## config.mk

```make
export PLATFORM = sky130hd
export DESIGN_NAME = imm_ext_arbiter_flat
export DESIGN_NICKNAME = d
export VERILOG_FILES = /design/src/rtl/imm_ext_arbiter_pkg.sv /design/src/rtl/imm_ext_arbiter_if.sv /design/src/rtl/imm_ext_arbiter_rr_arb2.sv /design/src/rtl/imm_ext_arbiter.sv /design/src/flat_wrapper.sv
export SDC_FILE = /design/constraint.sdc
export NUM_CORES = 1
export LEC_CHECK = 0
export ABC_AREA = 1
export ABC_CLOCK_PERIOD_IN_PS = 4400
export CORE_MARGIN = 5
export CORE_UTILIZATION = 55
export DETAILED_ROUTE_END_ITERATION = 7
export MAX_ROUTING_LAYER = met4
export PLACE_DENSITY_LB_ADDON = 0.1
export SLEW_MARGIN = 25
export SYNTH_ARGS = -nofsm -noshare
export SYNTH_HDL_FRONTEND = slang
export SYNTH_HIERARCHICAL = 1
export SYNTH_SLANG_ARGS = --single-unit
```

## constraint.sdc

```tcl
create_clock -name clk -period 4.4 [get_ports clk]
set_input_delay 1.1 -clock clk [delete_from_list [all_inputs] [get_ports clk]]
set_output_delay 1.1 -clock clk [all_outputs]
set_load 0.02 [all_outputs]
```

## src/rtl/imm_ext_arbiter_pkg.sv

```systemverilog
// Shared types for the immediate-extension arbiter: extend-mode encoding,
// the requester-ID width and the queue entry layout.
package imm_ext_pkg;

  localparam int ID_W   = 1;
  localparam int IMM_W  = 16;
  localparam int DATA_W = 32;

  typedef enum logic [1:0] {
    EXT_SIGN = 2'd0,
    EXT_ZERO = 2'd1,
    EXT_LUI  = 2'd2
  } ext_mode_e;

  typedef struct packed {
    logic [DATA_W-1:0] data;
    logic [ID_W-1:0]   id;
  } rsp_entry_t;

  // Upper-half placement wins over the zero/sign choice.
  function automatic ext_mode_e ext_mode(input logic is_unsigned, input logic lui);
    ext_mode_e m;
    if (lui)              m = EXT_LUI;
    else if (is_unsigned) m = EXT_ZERO;
    else                  m = EXT_SIGN;
    return m;
  endfunction

endpackage

```

## src/rtl/imm_ext_arbiter_if.sv

```systemverilog
// Request/response bundle between the two immediate producers, the
// arbiter (slave side) and the result consumer (master side).
interface imm_ext_arbiter_if;
  import imm_ext_pkg::*;

  logic              req0_valid;
  logic [IMM_W-1:0]  req0_imm;
  logic              req0_unsigned;
  logic              req0_lui;
  logic              req0_ready;

  logic              req1_valid;
  logic [IMM_W-1:0]  req1_imm;
  logic              req1_unsigned;
  logic              req1_lui;
  logic              req1_ready;

  logic              rsp_valid;
  logic [DATA_W-1:0] rsp_data;
  logic [ID_W-1:0]   rsp_id;
  logic              rsp_ready;

  modport master (
    output req0_valid, req0_imm, req0_unsigned, req0_lui,
    output req1_valid, req1_imm, req1_unsigned, req1_lui,
    output rsp_ready,
    input  req0_ready, req1_ready,
    input  rsp_valid, rsp_data, rsp_id
  );

  modport slave (
    input  req0_valid, req0_imm, req0_unsigned, req0_lui,
    input  req1_valid, req1_imm, req1_unsigned, req1_lui,
    input  rsp_ready,
    output req0_ready, req1_ready,
    output rsp_valid, rsp_data, rsp_id
  );

endinterface

```

## src/rtl/imm_ext_arbiter_rr_arb2.sv

```systemverilog
// Two-way round-robin grant. The priority pointer moves to the loser after
// every grant and holds when nothing is granted.
module rr_arb2
  import imm_ext_pkg::*;
(
  input  logic            clk,
  input  logic            rst,
  input  logic [1:0]      req,
  input  logic            en,
  output logic [1:0]      gnt,
  output logic [ID_W-1:0] gnt_id,
  output logic            any_gnt
);

  logic prio;

  always_comb begin
    gnt = 2'b00;
    if (en) begin
      if (req[0] && req[1]) gnt = prio ? 2'b10 : 2'b01;
      else                  gnt = req;
    end
  end

  assign any_gnt = |gnt;
  assign gnt_id  = gnt[1];

  always_ff @(posedge clk or posedge rst) begin
    if (rst)          prio <= 1'b0;
    else if (any_gnt) prio <= ~gnt[1];
  end

endmodule

```

## src/rtl/imm_ext_arbiter.sv

```systemverilog
// Arbitrates two immediate producers, extends the granted immediate and
// queues the 32-bit result with its requester ID in a small FIFO.
module imm_ext_arbiter
  import imm_ext_pkg::*;
#(
  parameter int DEPTH = 2
) (
  input logic               clk,
  input logic               rst,
  imm_ext_arbiter_if.slave  bus
);

  localparam int              AW       = $clog2(DEPTH);
  localparam logic [AW:0]     FULL_CNT = (AW+1)'(DEPTH);

  rsp_entry_t        mem [DEPTH];
  logic [AW-1:0]     wr_ptr;
  logic [AW-1:0]     rd_ptr;
  logic [AW:0]       count;

  logic              full;
  logic              push_en;
  logic              push;
  logic              pop;
  logic [1:0]        gnt;
  logic [ID_W-1:0]   gnt_id;

  logic [IMM_W-1:0]  sel_imm;
  logic              sel_unsigned;
  logic              sel_lui;
  logic [DATA_W-1:0] ext_data;
  rsp_entry_t        new_entry;
  rsp_entry_t        head;

  // A full queue refuses even if it pops this cycle, so ready never sees rsp_ready.
  assign full    = (count == FULL_CNT);
  assign push_en = !full && !rst;
  assign pop     = bus.rsp_ready && (count != '0);

  rr_arb2 u_arb (
    .clk     (clk),
    .rst     (rst),
    .req     ({bus.req1_valid, bus.req0_valid}),
    .en      (push_en),
    .gnt     (gnt),
    .gnt_id  (gnt_id),
    .any_gnt (push)
  );

  assign bus.req0_ready = gnt[0];
  assign bus.req1_ready = gnt[1];

  always_comb begin
    sel_imm      = bus.req0_imm;
    sel_unsigned = bus.req0_unsigned;
    sel_lui      = bus.req0_lui;
    if (gnt[1]) begin
      sel_imm      = bus.req1_imm;
      sel_unsigned = bus.req1_unsigned;
      sel_lui      = bus.req1_lui;
    end
  end

  always_comb begin
    ext_data = {{(DATA_W-IMM_W){sel_imm[IMM_W-1]}}, sel_imm};
    case (ext_mode(sel_unsigned, sel_lui))
      EXT_LUI:  ext_data = {sel_imm, {(DATA_W-IMM_W){1'b0}}};
      EXT_ZERO: ext_data = {{(DATA_W-IMM_W){1'b0}}, sel_imm};
      default:  ext_data = {{(DATA_W-IMM_W){sel_imm[IMM_W-1]}}, sel_imm};
    endcase
  end

  always_comb begin
    new_entry.data = ext_data;
    new_entry.id   = gnt_id;
  end

  always_ff @(posedge clk or posedge rst) begin
    if (rst) begin
      for (int i = 0; i < DEPTH; i++) mem[i] <= '0;
      wr_ptr <= '0;
      rd_ptr <= '0;
      count  <= '0;
    end else begin
      if (push) begin
        mem[wr_ptr] <= new_entry;
        wr_ptr      <= wr_ptr + AW'(1);
      end
      if (pop) rd_ptr <= rd_ptr + AW'(1);
      case ({push, pop})
        2'b10:   count <= count + (AW+1)'(1);
        2'b01:   count <= count - (AW+1)'(1);
        default: count <= count;
      endcase
    end
  end

  // Empty queue presents zeros rather than a stale slot.
  assign head          = mem[rd_ptr];
  assign bus.rsp_valid = (count != '0);
  assign bus.rsp_data  = bus.rsp_valid ? head.data : '0;
  assign bus.rsp_id    = bus.rsp_valid ? head.id   : '0;

endmodule

```

## src/flat_wrapper.sv

```systemverilog
// flat-port wrapper written by rule: the top's interface ports become plain ports
module imm_ext_arbiter_flat import imm_ext_pkg::*;
#(
  parameter int DEPTH = 2
)
  (clk, rst, bus_req0_valid, bus_req0_imm, bus_req0_unsigned, bus_req0_lui, bus_req1_valid, bus_req1_imm, bus_req1_unsigned, bus_req1_lui, bus_rsp_ready, bus_req0_ready, bus_req1_ready, bus_rsp_valid, bus_rsp_data, bus_rsp_id);
  imm_ext_arbiter_if bus_i ();
  input logic clk;
  input logic rst;
  input wire logic [$bits(bus_i.req0_valid)-1:0] bus_req0_valid;
  input wire logic [$bits(bus_i.req0_imm)-1:0] bus_req0_imm;
  input wire logic [$bits(bus_i.req0_unsigned)-1:0] bus_req0_unsigned;
  input wire logic [$bits(bus_i.req0_lui)-1:0] bus_req0_lui;
  input wire logic [$bits(bus_i.req1_valid)-1:0] bus_req1_valid;
  input wire logic [$bits(bus_i.req1_imm)-1:0] bus_req1_imm;
  input wire logic [$bits(bus_i.req1_unsigned)-1:0] bus_req1_unsigned;
  input wire logic [$bits(bus_i.req1_lui)-1:0] bus_req1_lui;
  input wire logic [$bits(bus_i.rsp_ready)-1:0] bus_rsp_ready;
  output wire logic [$bits(bus_i.req0_ready)-1:0] bus_req0_ready;
  output wire logic [$bits(bus_i.req1_ready)-1:0] bus_req1_ready;
  output wire logic [$bits(bus_i.rsp_valid)-1:0] bus_rsp_valid;
  output wire logic [$bits(bus_i.rsp_data)-1:0] bus_rsp_data;
  output wire logic [$bits(bus_i.rsp_id)-1:0] bus_rsp_id;
  assign bus_i.req0_valid = bus_req0_valid;
  assign bus_i.req0_imm = bus_req0_imm;
  assign bus_i.req0_unsigned = bus_req0_unsigned;
  assign bus_i.req0_lui = bus_req0_lui;
  assign bus_i.req1_valid = bus_req1_valid;
  assign bus_i.req1_imm = bus_req1_imm;
  assign bus_i.req1_unsigned = bus_req1_unsigned;
  assign bus_i.req1_lui = bus_req1_lui;
  assign bus_i.rsp_ready = bus_rsp_ready;
  assign bus_req0_ready = bus_i.req0_ready;
  assign bus_req1_ready = bus_i.req1_ready;
  assign bus_rsp_valid = bus_i.rsp_valid;
  assign bus_rsp_data = bus_i.rsp_data;
  assign bus_rsp_id = bus_i.rsp_id;
  imm_ext_arbiter #(.DEPTH(DEPTH)) u_core (.clk(clk), .rst(rst), .bus(bus_i));
endmodule
```

# Word level (Yosys, flattened, before mapping)
# Cells that the tools add are included.
# W data, S select, Z words.
dict set report classes {
  n_addsub 4
  multipliers 0
  div_mod_pow 0
  magnitude_cmp 3
  eq_ne 5
  shifts 0
  mux 18
  n_bitwise 3
  reduce_logical 9
}
# op count
set ops {}
lappend ops {{$mux W33} 4}
lappend ops {{$bwmux W66} 1}
lappend ops {{$pmux W32 S2} 1}
lappend ops {{$demux W33 S1} 1}
lappend ops {{$mux W32} 1}
lappend ops {{$mux W16} 1}
lappend ops {{$mux W2} 4}
lappend ops {{$eq A2 B2 Y1 const B} 3}
lappend ops {{$eq A2 B1 Y1 const B} 2}
lappend ops {{$ge A2 B2 Y1 const B} 2}
lappend ops {{$logic_and A1 B1 Y1} 4}
lappend ops {{$mux W1} 4}
lappend ops {{$not A1 Y2} 2}
lappend ops {{$pmux W2 S2} 1}
lappend ops {{$reduce_bool A2 Y1} 2}
lappend ops {{$add A1 B1 Y1 const B} 2}
lappend ops {{$add A2 B1 Y2 const B} 1}
lappend ops {{$logic_not A1 Y1} 2}
lappend ops {{$lt A2 B1 Y1 const B} 1}
lappend ops {{$reduce_or A2 Y1} 1}
lappend ops {{$sub A2 B1 Y2 const B} 1}
lappend ops {{$not A1 Y1} 1}
dict set report word_totals {
  ff_bits 71
  latch_bits 0
  mem_bits_rw 0
  romBits 0
  input_bits 41
  output_inout_bits 36
  n_memories 0
}

# Depth between registers and ports, before layout
# Gate-level depths: netlist (run 1).
dict set report depth {
  depth_word 10
  mapped_depth 14
}

# Modules after synthesis
# Netlist (run 1), hierarchy kept.
# mod n_inst cells_each area_each_um2
set by_module_without_submodules {}
lappend by_module_without_submodules {imm_ext_arbiter 1 492 3557.2}
lappend by_module_without_submodules {rr_arb2 1 13 80.1}

# Worst setup path after synthesis (run 1)
# Ideal clock, no wire load.
dict set report synth_path {
  path_kind {input-to-output}
  start {in rst}
  end {out bus_req1_ready}
  t_arrival_ps 1711
  setup_slack_ps 1589
  cell_stages 4
  cell_sequence {a21oi_1 nand2_2 a21oi_1 buf_4}
}
dict set report synth_via {
  elab_chain_len 3
}
# element line_no
set synth_lines {}
lappend synth_lines {{from (decl)} flat_wrapper.sv:9} ;# input logic rst;
lappend synth_lines {{$logic_not A1 Y1} imm_ext_arbiter.sv:37} ;# assign push_en = !full && !rst;
lappend synth_lines {{$logic_and A1 B1 Y1} imm_ext_arbiter.sv:37}
lappend synth_lines {{$mux W2} imm_ext_arbiter_rr_arb2.sv:19} ;# if (en) begin
lappend synth_lines {{to (decl)} flat_wrapper.sv:20} ;# output wire logic [$bits(bus_i.req1_ready)-1:0] bus_req1_ready;
# No other way between the ends.

# Worst setup path in the final report (run 1)
dict set report layout_path {
  start {in rst}
  end {out bus_req1_ready}
}
dict set report layout_via {
  elab_chain_len 3
}
# element line_no
set layout_lines {}
lappend layout_lines {{$logic_not A1 Y1} imm_ext_arbiter.sv:37}
lappend layout_lines {{$logic_and A1 B1 Y1} imm_ext_arbiter.sv:37}
lappend layout_lines {{net u_core.push_en} imm_ext_arbiter.sv:22} ;# logic push_en;
lappend layout_lines {{$mux W2} imm_ext_arbiter_rr_arb2.sv:19}
# The timed path passes the listed nets, and every way through them passes these cells.

==> results of run 1 <==
-- metrics by stage --
stage	cell area, sq um	hold WS, ns	power (mW)	worst slack, ns
2_1_floorplan	3640	0.449	2.15	1.53
3_3_place_gp	4390	0.463	2.74	0.605
3_5_place_dp	4390	0.465	2.78	0.564
4_1_cts	4640	0.485	3.43	0.555
5_1_grt	4640	0.500	3.65	0.438
6_report	4640	0.481	3.41	0.555
-- worst paths after layout --
kind / start / to / slack, ns / cells past startpoint
worst max-delay path: rst / bus_req1_ready / 0.55 / 5
worst min-delay path: u_core/mem[20] / u_core/mem[20] / 0.48 / 2
worst max register to register: u_core/count[0] / u_core/mem[31] / 1.96 / 12
worst min register to register: u_core/mem[20] / u_core/mem[20] / 0.48 / 2
max in group asynchronous: rst / u_core/mem[32] / 2.43 / 3
min in group asynchronous: rst / u_core/u_arb/prio / 0.97 / 2
-- cells in the mapped netlist --
| cell | n | area share (%) |
|---|---|---|
| a21oi_1 | 36 | 5.0 |
| buf_2 | 10 | 1.4 |
| buf_4 | 3 | 0.62 |
| buf_6 | 3 | 0.93 |
| clkbuf_1 | 13 | 1.3 |
| dfrtp_1 | 71 | 49 |
| ha_1 | 1 | 0.34 |
| inv_1 | 14 | 1.4 |
| inv_2 | 3 | 0.31 |
| inv_4 | 1 | 0.17 |
| nand2_1 | 288 | 30 |
| nand2_2 | 14 | 2.4 |
| nand2_4 | 1 | 0.31 |
| nand3_1 | 2 | 0.28 |
| nand3_4 | 1 | 0.48 |
| nor2_1 | 2 | 0.21 |
| nor2_4 | 1 | 0.31 |
| o21ai_0 | 35 | 4.8 |
| o21ai_1 | 3 | 0.41 |
| xnor2_1 | 2 | 0.48 |
| xor2_1 | 1 | 0.24 |
-- worst max-delay path: cells and delay by family --
| family | cells | cell delay, ns |
|---|---|---|
| buffers and inverters | 2 | 1.10 |
| AOI/OAI and AO/OA | 2 | 0.43 |
| and+or+nand+nor | 1 | 0.12 |
-- power by group through the flow --
stage,logic [mW],registers [mW],clock network [mW]
after floorplan,1.06,1.09,0
after global placement,1.62,1.12,0
after detailed placement,1.64,1.14,0
after CTS,1.65,1.13,0.646
after global routing,1.81,1.17,0.676
final,1.64,1.13,0.641
-- state kept, by name (all words and copies together) (netlist names) --
register	count
u_core/wr_ptr	1
u_core/u_arb/prio	1
u_core/mem	66
u_core/rd_ptr	1
u_core/count	2
-- cell families after synthesis --
| logic type | after synthesis | share of synthesized area [%] |
|---|---|---|
| compound gates | 74 | 10.2 |
| xor+xnor | 3 | 0.723 |
| buf+inv | 47 | 6.19 |
| flops | 71 | 48.8 |
| simple gates | 309 | 33.7 |
| fa+ha+maj | 1 | 0.344 |
-- final cells by class --
class / instances / share of cell area (%)
inverter: 18 / 1.51
sequential: 71 / 38.3
tap: 77 / 2.08
multi-input combinational: 387 / 35.4
timing repair buffer: 82 / 17.4
clock inverter: 5 / 2.27
clock buffer: 11 / 3.05
-- metal layers --
layer  part of all wire (%)  track usage [%]  vias to the layer above
met2                     48             37.4                      143
met3                    6.7             3.47                       13
met1                     44             31.1                     1640
met5                      0                -                        -
li1                       -                -                     1689
met4                    1.7             9.90                        0
==> impl_metrics.yaml, run 1 <==
worst_setup_path:
  cp_slowest_stage_delay_ns: 0.64
  path_cells: "clkdlybuf4s50_1 -> a21oi_1 -> nand2_2 -> a21oi_2 -> clkdlybuf4s50_1"
  crit_fanout: 3
  cp_data_required_time_ns: 3.30
  slowest_stage: "clkdlybuf4s50_1"
  critPathLaunchType: "input pin"
  worst_path_most_repeated_cell: "clkdlybuf4s50_1"
  crit_type: "input pin to output pin"
  endpoint_kind: "output pin"
  critPathArrivalTime_ns: 2.75
cts:
  cts_inserted_buffers: 9
  path_clk_slew_ns: 0.08
  cts_root_buf: "clkbuf_8"
  cts_resized: 0
  clk_latency_ns: 0.34
  cts_setup_buffers: 0
  cts_sinks: 71
  clock_path_buffers: 2
  hold_buffers: 0
  cts_tree: "done"
  cts_max_level: 3
synth:
  synth.ff_latch_count: 71
  ys_types: 21
  syn_nets: 547
  yosysWarnings: 6
  syn_avg_cell_area_sq_um: 7.20
  syn_inst: 505
  synth_area_sq_mm: 0.00364
  ys_seq_area_share_pct: 48.8
pwr:
  power_leakage_nw: 2.28
  switchingPower_mw: 1.42
  sw_frac_of_total_pct: 41.4
  power_frac_comb_pct: 48.1
  pwr-share-seq_pct: 33.2
  powerDensity_mw_per_mm2: 736
  p_int_mw: 2.00
  clkPwrFrac_pct: 18.8
  ir_worst_vdd_uv: 488
run:
  max-cap-violations: 0
global_routing:
  antenna_found_initial: 0
  grt_pass1_wl_mm: 15.7
  grt_pass1_vias: 3353
  gr-total-overflow: 0
  grt_util_all_layers_pct: 23.9
  grt_max_degree: 71
sta:
  fin_crit_sh_pct: 87.4
  rsz0062_at_grt: "false"
  setup_viol_count_final: 0
  fin_tns_setup_ns: 0
  fin_worst_skew_ns: 0.00625
  clock.fmax_mhz: 260
  fin_crit_ns: 3.85
  slew_viol_final: 0
  worstMarginPinSlew_ns: 0.875
  relSlewSlack_pct: 41.6
  hold_violations: 0
routing:
  ant_nets: 0
  totalWireLength_mm: 9.38
  drc_errors: 0
  routedWlPerCell_um: 14.4
  num_vias: 3485
  drt_iter0_drc: 234
  vias_per_cell: 5.35
  first_pass_iters: 5
place:
  portBuffers: 76
  place.gp.congestion: 0.795
  dp_hpwl_mm: 6.03
  place_inst: 635
finish:
  layout_common_cells: "nand2_1 (288), clkdlybuf4s50_1 (76), dfrtp_1 (71)"
  area_growth_syn_to_layout_pct: 27.5
  final_common_cell: "nand2_1"
  fill_cells: 527
  finish.net_count: 611
  stdcell_count: 651
  multi_input_area_sq_mm: 0.00164
  drive_above_1_share_pct: 7.84
  final_core_util_pct: 72.6
  register_area_sq_mm: 0.00178
  antenna_cells: 0
floorplanning:
  row_count: 29
  die-area_sq_mm: 0.00834
  ios: 77
  coreArea_sq_mm: 0.00639
  start_util_pct: 57.0
  die_h_um: 91.3
  die_w_um: 91.3
status:
  status: "complete, no violations"
hold_path:
  hp-class: "flip-flop to flip-flop"
Note: power is estimated with default switching activity, not from simulation.
==> run 2: changes to the inputs <==
--- a/config.mk
+++ b/config.mk
@@ -10,7 +10,7 @@
 export CORE_MARGIN = 5
 export CORE_UTILIZATION = 55
 export DETAILED_ROUTE_END_ITERATION = 7
-export MAX_ROUTING_LAYER = met4
+export GPL_TIMING_DRIVEN = 1
 export PLACE_DENSITY_LB_ADDON = 0.1
 export SLEW_MARGIN = 25
 export SYNTH_ARGS = -nofsm -noshare
==> impl_metrics.yaml, run 2 (synthesis gave the netlist of run 1 again) <==
worst_setup_path:
  r2r_slack_ns: 1.96
  rr_startpoint: "u_core/count[0]"
  worst_path_most_repeated_cell: "clkdlybuf4s50_1"
  endpoint: "bus_req1_ready"
  cp_slowest_stage_delay_ns: 0.64
  crit_fanout: 3
  critPathArrivalTime_ns: 2.74
  ff2ff_path_depth: 12
  cp_data_required_time_ns: 3.30
  crit_start: "rst"
  path_cells: "clkdlybuf4s50_1 -> a21oi_1 -> nand2_2 -> a21oi_2 -> clkdlybuf4s50_1"
  critPathLaunchType: "input pin"
  slowest_stage: "clkdlybuf4s50_1"
  r2r_end: "u_core/mem[31]"
  crit_type: "input pin to output pin"
  endpoint_kind: "output pin"
run:
  max-cap-violations: 0
routing:
  totalWireLength_mm: 9.32
  num_vias: 3444
  routedWlPerCell_um: 14.3
  first_pass_iters: 5
  vias_per_cell: 5.29
  drt_iter0_drc: 221
  drc_errors: 0
  ant_nets: 0
finish:
  stdcell_count: 651
  layout_common_cells: "nand2_1 (288), clkdlybuf4s50_1 (76), dfrtp_1 (71)"
  area_growth_syn_to_layout_pct: 27.5
  finish.net_count: 611
  final_common_cell: "nand2_1"
  top_regs: "u_core/mem (66), u_core/count (2)"
  drive_above_1_share_pct: 7.84
  largest-register: "u_core/mem"
  largest_register_ffs: 66
  final_core_util_pct: 72.6
  antenna_cells: 0
  final_area_sq_mm: 0.00464
sta:
  fin_tns_setup_ns: 0
  fin_worst_skew_ns: 0.00452
  slew_viol_final: 0
  worstMarginPinSlew_ns: 0.870
  fin_crit_sh_pct: 87.3
  hold_violations: 0
  relSlewSlack_pct: 42.0
  setup_viol_count_final: 0
  finalHoldWorstSlack_ns: 0.481
  clock.fmax_mhz: 260
  setup_ws_ns: 0.557
  rsz0062_at_grt: "false"
  fin_crit_ns: 3.84
place:
  portBuffers: 76
  post-place-ws_ns: 0.564
  place_area_sq_mm: 0.00439
  place.gp.congestion: 0.784
  dp_hpwl_mm: 6.03
  place_inst: 635
global_routing:
  grt_max_degree: 71
  grt_pass1_vias: 3349
  grt_util_all_layers_pct: 23.2
  antenna_found_initial: 0
  gr-total-overflow: 0
  grt_pass1_wl_mm: 15.7
cts:
  clock_path_buffers: 2
  path_clk_slew_ns: 0.08
  cts_max_level: 3
  cts_sinks: 71
  hold_buffers: 0
  cts_setup_buffers: 0
  cts_resized: 0
  cts_root_buf: "clkbuf_8"
  clk_latency_ns: 0.34
  cts_inserted_buffers: 9
  cts_tree: "done"
floorplanning:
  die_w_um: 91.3
  die-area_sq_mm: 0.00834
  start_util_pct: 57.0
  coreArea_sq_mm: 0.00639
  ios: 77
  row_count: 29
  die_h_um: 91.3
hold_path:
  hp-class: "flip-flop to flip-flop"
  hold_depth: 2
pwr:
  powerDensity_mw_per_mm2: 735
  finalPower_mw: 3.41
  ir_worst_vdd_uv: 488
  power_leakage_nw: 2.28
status:
  status: "complete, no violations"
[run 2: cell counts in the layout (fill, tap and decap cells not counted)]
No cell type changed its count.
[run 2: where the power goes]
part / internal, mW / leakage, nW / total [mW] / switching, mW
clock network: 0.392 / 0.116 / 0.641 / 0.248
registers: 0.959 / 0.919 / 1.13 / 0.172
logic: 0.647 / 1.25 / 1.64 / 0.991
[run 2: how the worst min path moves through the flow]
stage,start,slack [ns],to
global placement,u_core/mem[18],0.46,u_core/mem[18]
finish,u_core/mem[20],0.48,u_core/mem[20]
global route,u_core/mem[63],0.50,u_core/mem[63]
floorplan,u_core/mem[17],0.45,u_core/mem[17]
detailed placement,u_core/mem[18],0.47,u_core/mem[18]
CTS,u_core/mem[18],0.48,u_core/mem[18]
[run 2: final cells by class]
type	instances	area [sq um]
clock buffer	11	141
clock inverter	5	105
fill	527	1750
inverter	18	70.1
multi-input combinational	387	1640
sequential	71	1780
tap	77	96.3
timing repair buffer	82	806
[run 2: critical path: cells and delay by family]
kind            cells  cell delay [ns]
simple gates        1             0.12
compound gates      2             0.43
buf+inv             2             1.10
[run 2: layer usage]
| layer | vias to the layer above | track usage [%] | part of all wire [%] |
|---|---|---|---|
| met5 | - | 0 | 0 |
| met4 | 0 | 9.90 | 1.5 |
| met3 | 12 | 4.05 | 7.7 |
| met2 | 124 | 37.5 | 48 |
| met1 | 1624 | 30.7 | 42 |
| li1 | 1684 | - | - |
==> run 3: changes to the inputs <==
--- a/config.mk
+++ b/config.mk
@@ -6,12 +6,13 @@
 export NUM_CORES = 1
 export LEC_CHECK = 0
 export ABC_AREA = 1
-export ABC_CLOCK_PERIOD_IN_PS = 4400
+export ABC_CLOCK_PERIOD_IN_PS = 3490
 export CORE_MARGIN = 5
-export CORE_UTILIZATION = 55
+export CORE_UTILIZATION = 46
 export DETAILED_ROUTE_END_ITERATION = 7
 export GPL_TIMING_DRIVEN = 1
 export PLACE_DENSITY_LB_ADDON = 0.1
+export REMOVE_ABC_BUFFERS = 1
 export SLEW_MARGIN = 25
 export SYNTH_ARGS = -nofsm -noshare
 export SYNTH_HDL_FRONTEND = slang
==> constraint.sdc (replaced) <==
create_clock -name clk -period 3.49 [get_ports clk]
set_input_delay 0.8725 -clock clk [delete_from_list [all_inputs] [get_ports clk]]
set_output_delay 0.8725 -clock clk [all_outputs]
set_load 0.02 [all_outputs]
==> impl_metrics.yaml, run 3 (synthesis gave the netlist of run 1 again) <==
status:
  status: "complete, no violations"
floorplanning:
  start_util_pct: 47.1
  row_count: 32
  die_h_um: 98.9
  die_w_um: 98.9
  die-area_sq_mm: 0.00979
  coreArea_sq_mm: 0.00773
  ios: 77
cts:
  path_clk_slew_ns: 0.07
  cts_tree: "done"
  clk_latency_ns: 0.34
  hold_buffers: 0
  clock_path_buffers: 2
  cts_resized: 0
  cts_inserted_buffers: 9
  cts_sinks: 71
  cts_max_level: 3
  cts_setup_buffers: 0
  cts_root_buf: "clkbuf_8"
worst_setup_path:
  r2r_slack_ns: 1.14
  path_cells: "clkdlybuf4s50_1 -> a21oi_1 -> nand2_2 -> a21oi_2 -> clkdlybuf4s50_1"
  slowest_stage: "clkdlybuf4s50_1"
  crit_start: "rst"
  critPathArrivalTime_ns: 2.46
  cp_data_required_time_ns: 2.62
  endpoint_kind: "output pin"
  cp_slowest_stage_delay_ns: 0.63
  critPathLaunchType: "input pin"
  crit_family: "buffers and inverters"
  path_buf_inv: 2
  crit_fanout: 3
  crit_type: "input pin to output pin"
  worst_path_most_repeated_cell: "clkdlybuf4s50_1"
  rr_startpoint: "u_core/count[0]"
sta:
  fin_crit_sh_pct: 95.4
  slew_viol_final: 0
  rsz0062_at_grt: "false"
  fin_worst_skew_ns: 0.00785
  relSlewSlack_pct: 57.8
  setup_viol_count_final: 0
  worstMarginPinSlew_ns: 0.632
  clock.fmax_mhz: 300
  hold_violations: 0
  fin_crit_ns: 3.33
  fin_tns_setup_ns: 0
finish:
  drive_above_1_share_pct: 8.29
  final_common_cell: "nand2_1"
  largest_register_ffs: 66
  area_growth_syn_to_layout_pct: 28.5
  fill_cells: 713
  layout_common_cells: "nand2_1 (288), clkdlybuf4s50_1 (76), dfrtp_1 (71)"
  finish.net_count: 616
  largest-register: "u_core/mem"
  top_regs: "u_core/mem (66), u_core/count (2)"
  stdcell_count: 681
  final_core_util_pct: 60.5
  antenna_cells: 0
global_routing:
  gr-usage-met1_pct: 25.6
  use_met2_pct: 32.6
  grtUsageMet3_pct: 4.46
  grt_pass1_wl_mm: 15.6
  grt_util_all_layers_pct: 19.7
  grt_pass1_vias: 3338
  grt_busiest_layer: "met2"
  antenna_found_initial: 0
  gr-total-overflow: 0
  grt_max_degree: 52
place:
  dp_hpwl_mm: 6.03
  place.gp.congestion: 0.754
  place_inst: 665
  portBuffers: 76
routing:
  drc_errors: 0
  drt_iter0_drc: 160
  num_vias: 3379
  routedWlPerCell_um: 13.7
  ant_nets: 0
  totalWireLength_mm: 9.30
  first_pass_iters: 5
  vias_per_cell: 4.96
pwr:
  power_leakage_nw: 2.29
  ir_worst_vdd_uv: 456
  finalPower_mw: 4.14
  powerDensity_mw_per_mm2: 886
run:
  max-cap-violations: 0
hold_path:
  hold_start: "u_core/mem[62]"
  hp-class: "flip-flop to flip-flop"
run 3: cell count changes in the layout (fill, tap and decap cells not counted):
cell and change:
bufinv_16 -3, clkbuf_8 +1, buf_4 +2, clkbuf_1 +2, buf_12 +3
run 3: where the power goes:
group | switching, mW | internal [mW] | total [mW]
Combinational | 1.27 | 0.863 | 2.13
Sequential | 0.212 | 1.21 | 1.42
Clock | 0.292 | 0.298 | 0.590
Total | 1.77 | 2.37 | 4.14
run 3: per-stage QoR:
step	cell area, sq um	hold WS [ns]	setup slack [ns]
floorplan	3480	0.449	0.0280
global placement	4500	0.461	0.180
detailed placement	4500	0.465	0.145
CTS	4670	0.484	0.137
global route	4670	0.497	0.0542
finish	4670	0.482	0.159
run 3: metal layers:
layer | wire (um) | share of wire, % | vias up
li1 | - | - | 1695
met1 | 4230 | 45 | 1576
met2 | 4380 | 47 | 97
met3 | 562 | 6.0 | 11
met4 | 131 | 1.4 | 0
met5 | 0 | 0 | -
run 3: worst reg2reg max path, stage by stage, from the launching register on:
cell,delay (ns)
dfrtp_1,0.43
inv_1,0.06
a21oi_1,0.24
nand2_2,0.11
a21oi_2,0.13
buf_4,0.29
nand2_1,0.14
nand2_4,0.26
nand3_4,0.31
nand2_1,0.18
nand2_1,0.06
nand2_1,0.07
run 3: worst paths after layout:
path,endpoint,depth (start not counted)
max,bus_req1_ready,5
min,u_core/mem[62],2
max reg2reg,u_core/mem[27],11
min reg2reg,u_core/mem[62],2
max in group asynchronous,u_core/mem[13],3
min in group asynchronous,u_core/u_arb/prio,2
run 3: cell type report:
cell class	count	area [sq um]	area share (%)
timing repair buffer	87	881	18.8
sequential	71	1780	38.0
inverter	18	70.1	1.50
clock inverter	2	15.0	0.321
tap	102	128	2.73
multi-input combinational	387	1640	35.1
clock buffer	14	163	3.48
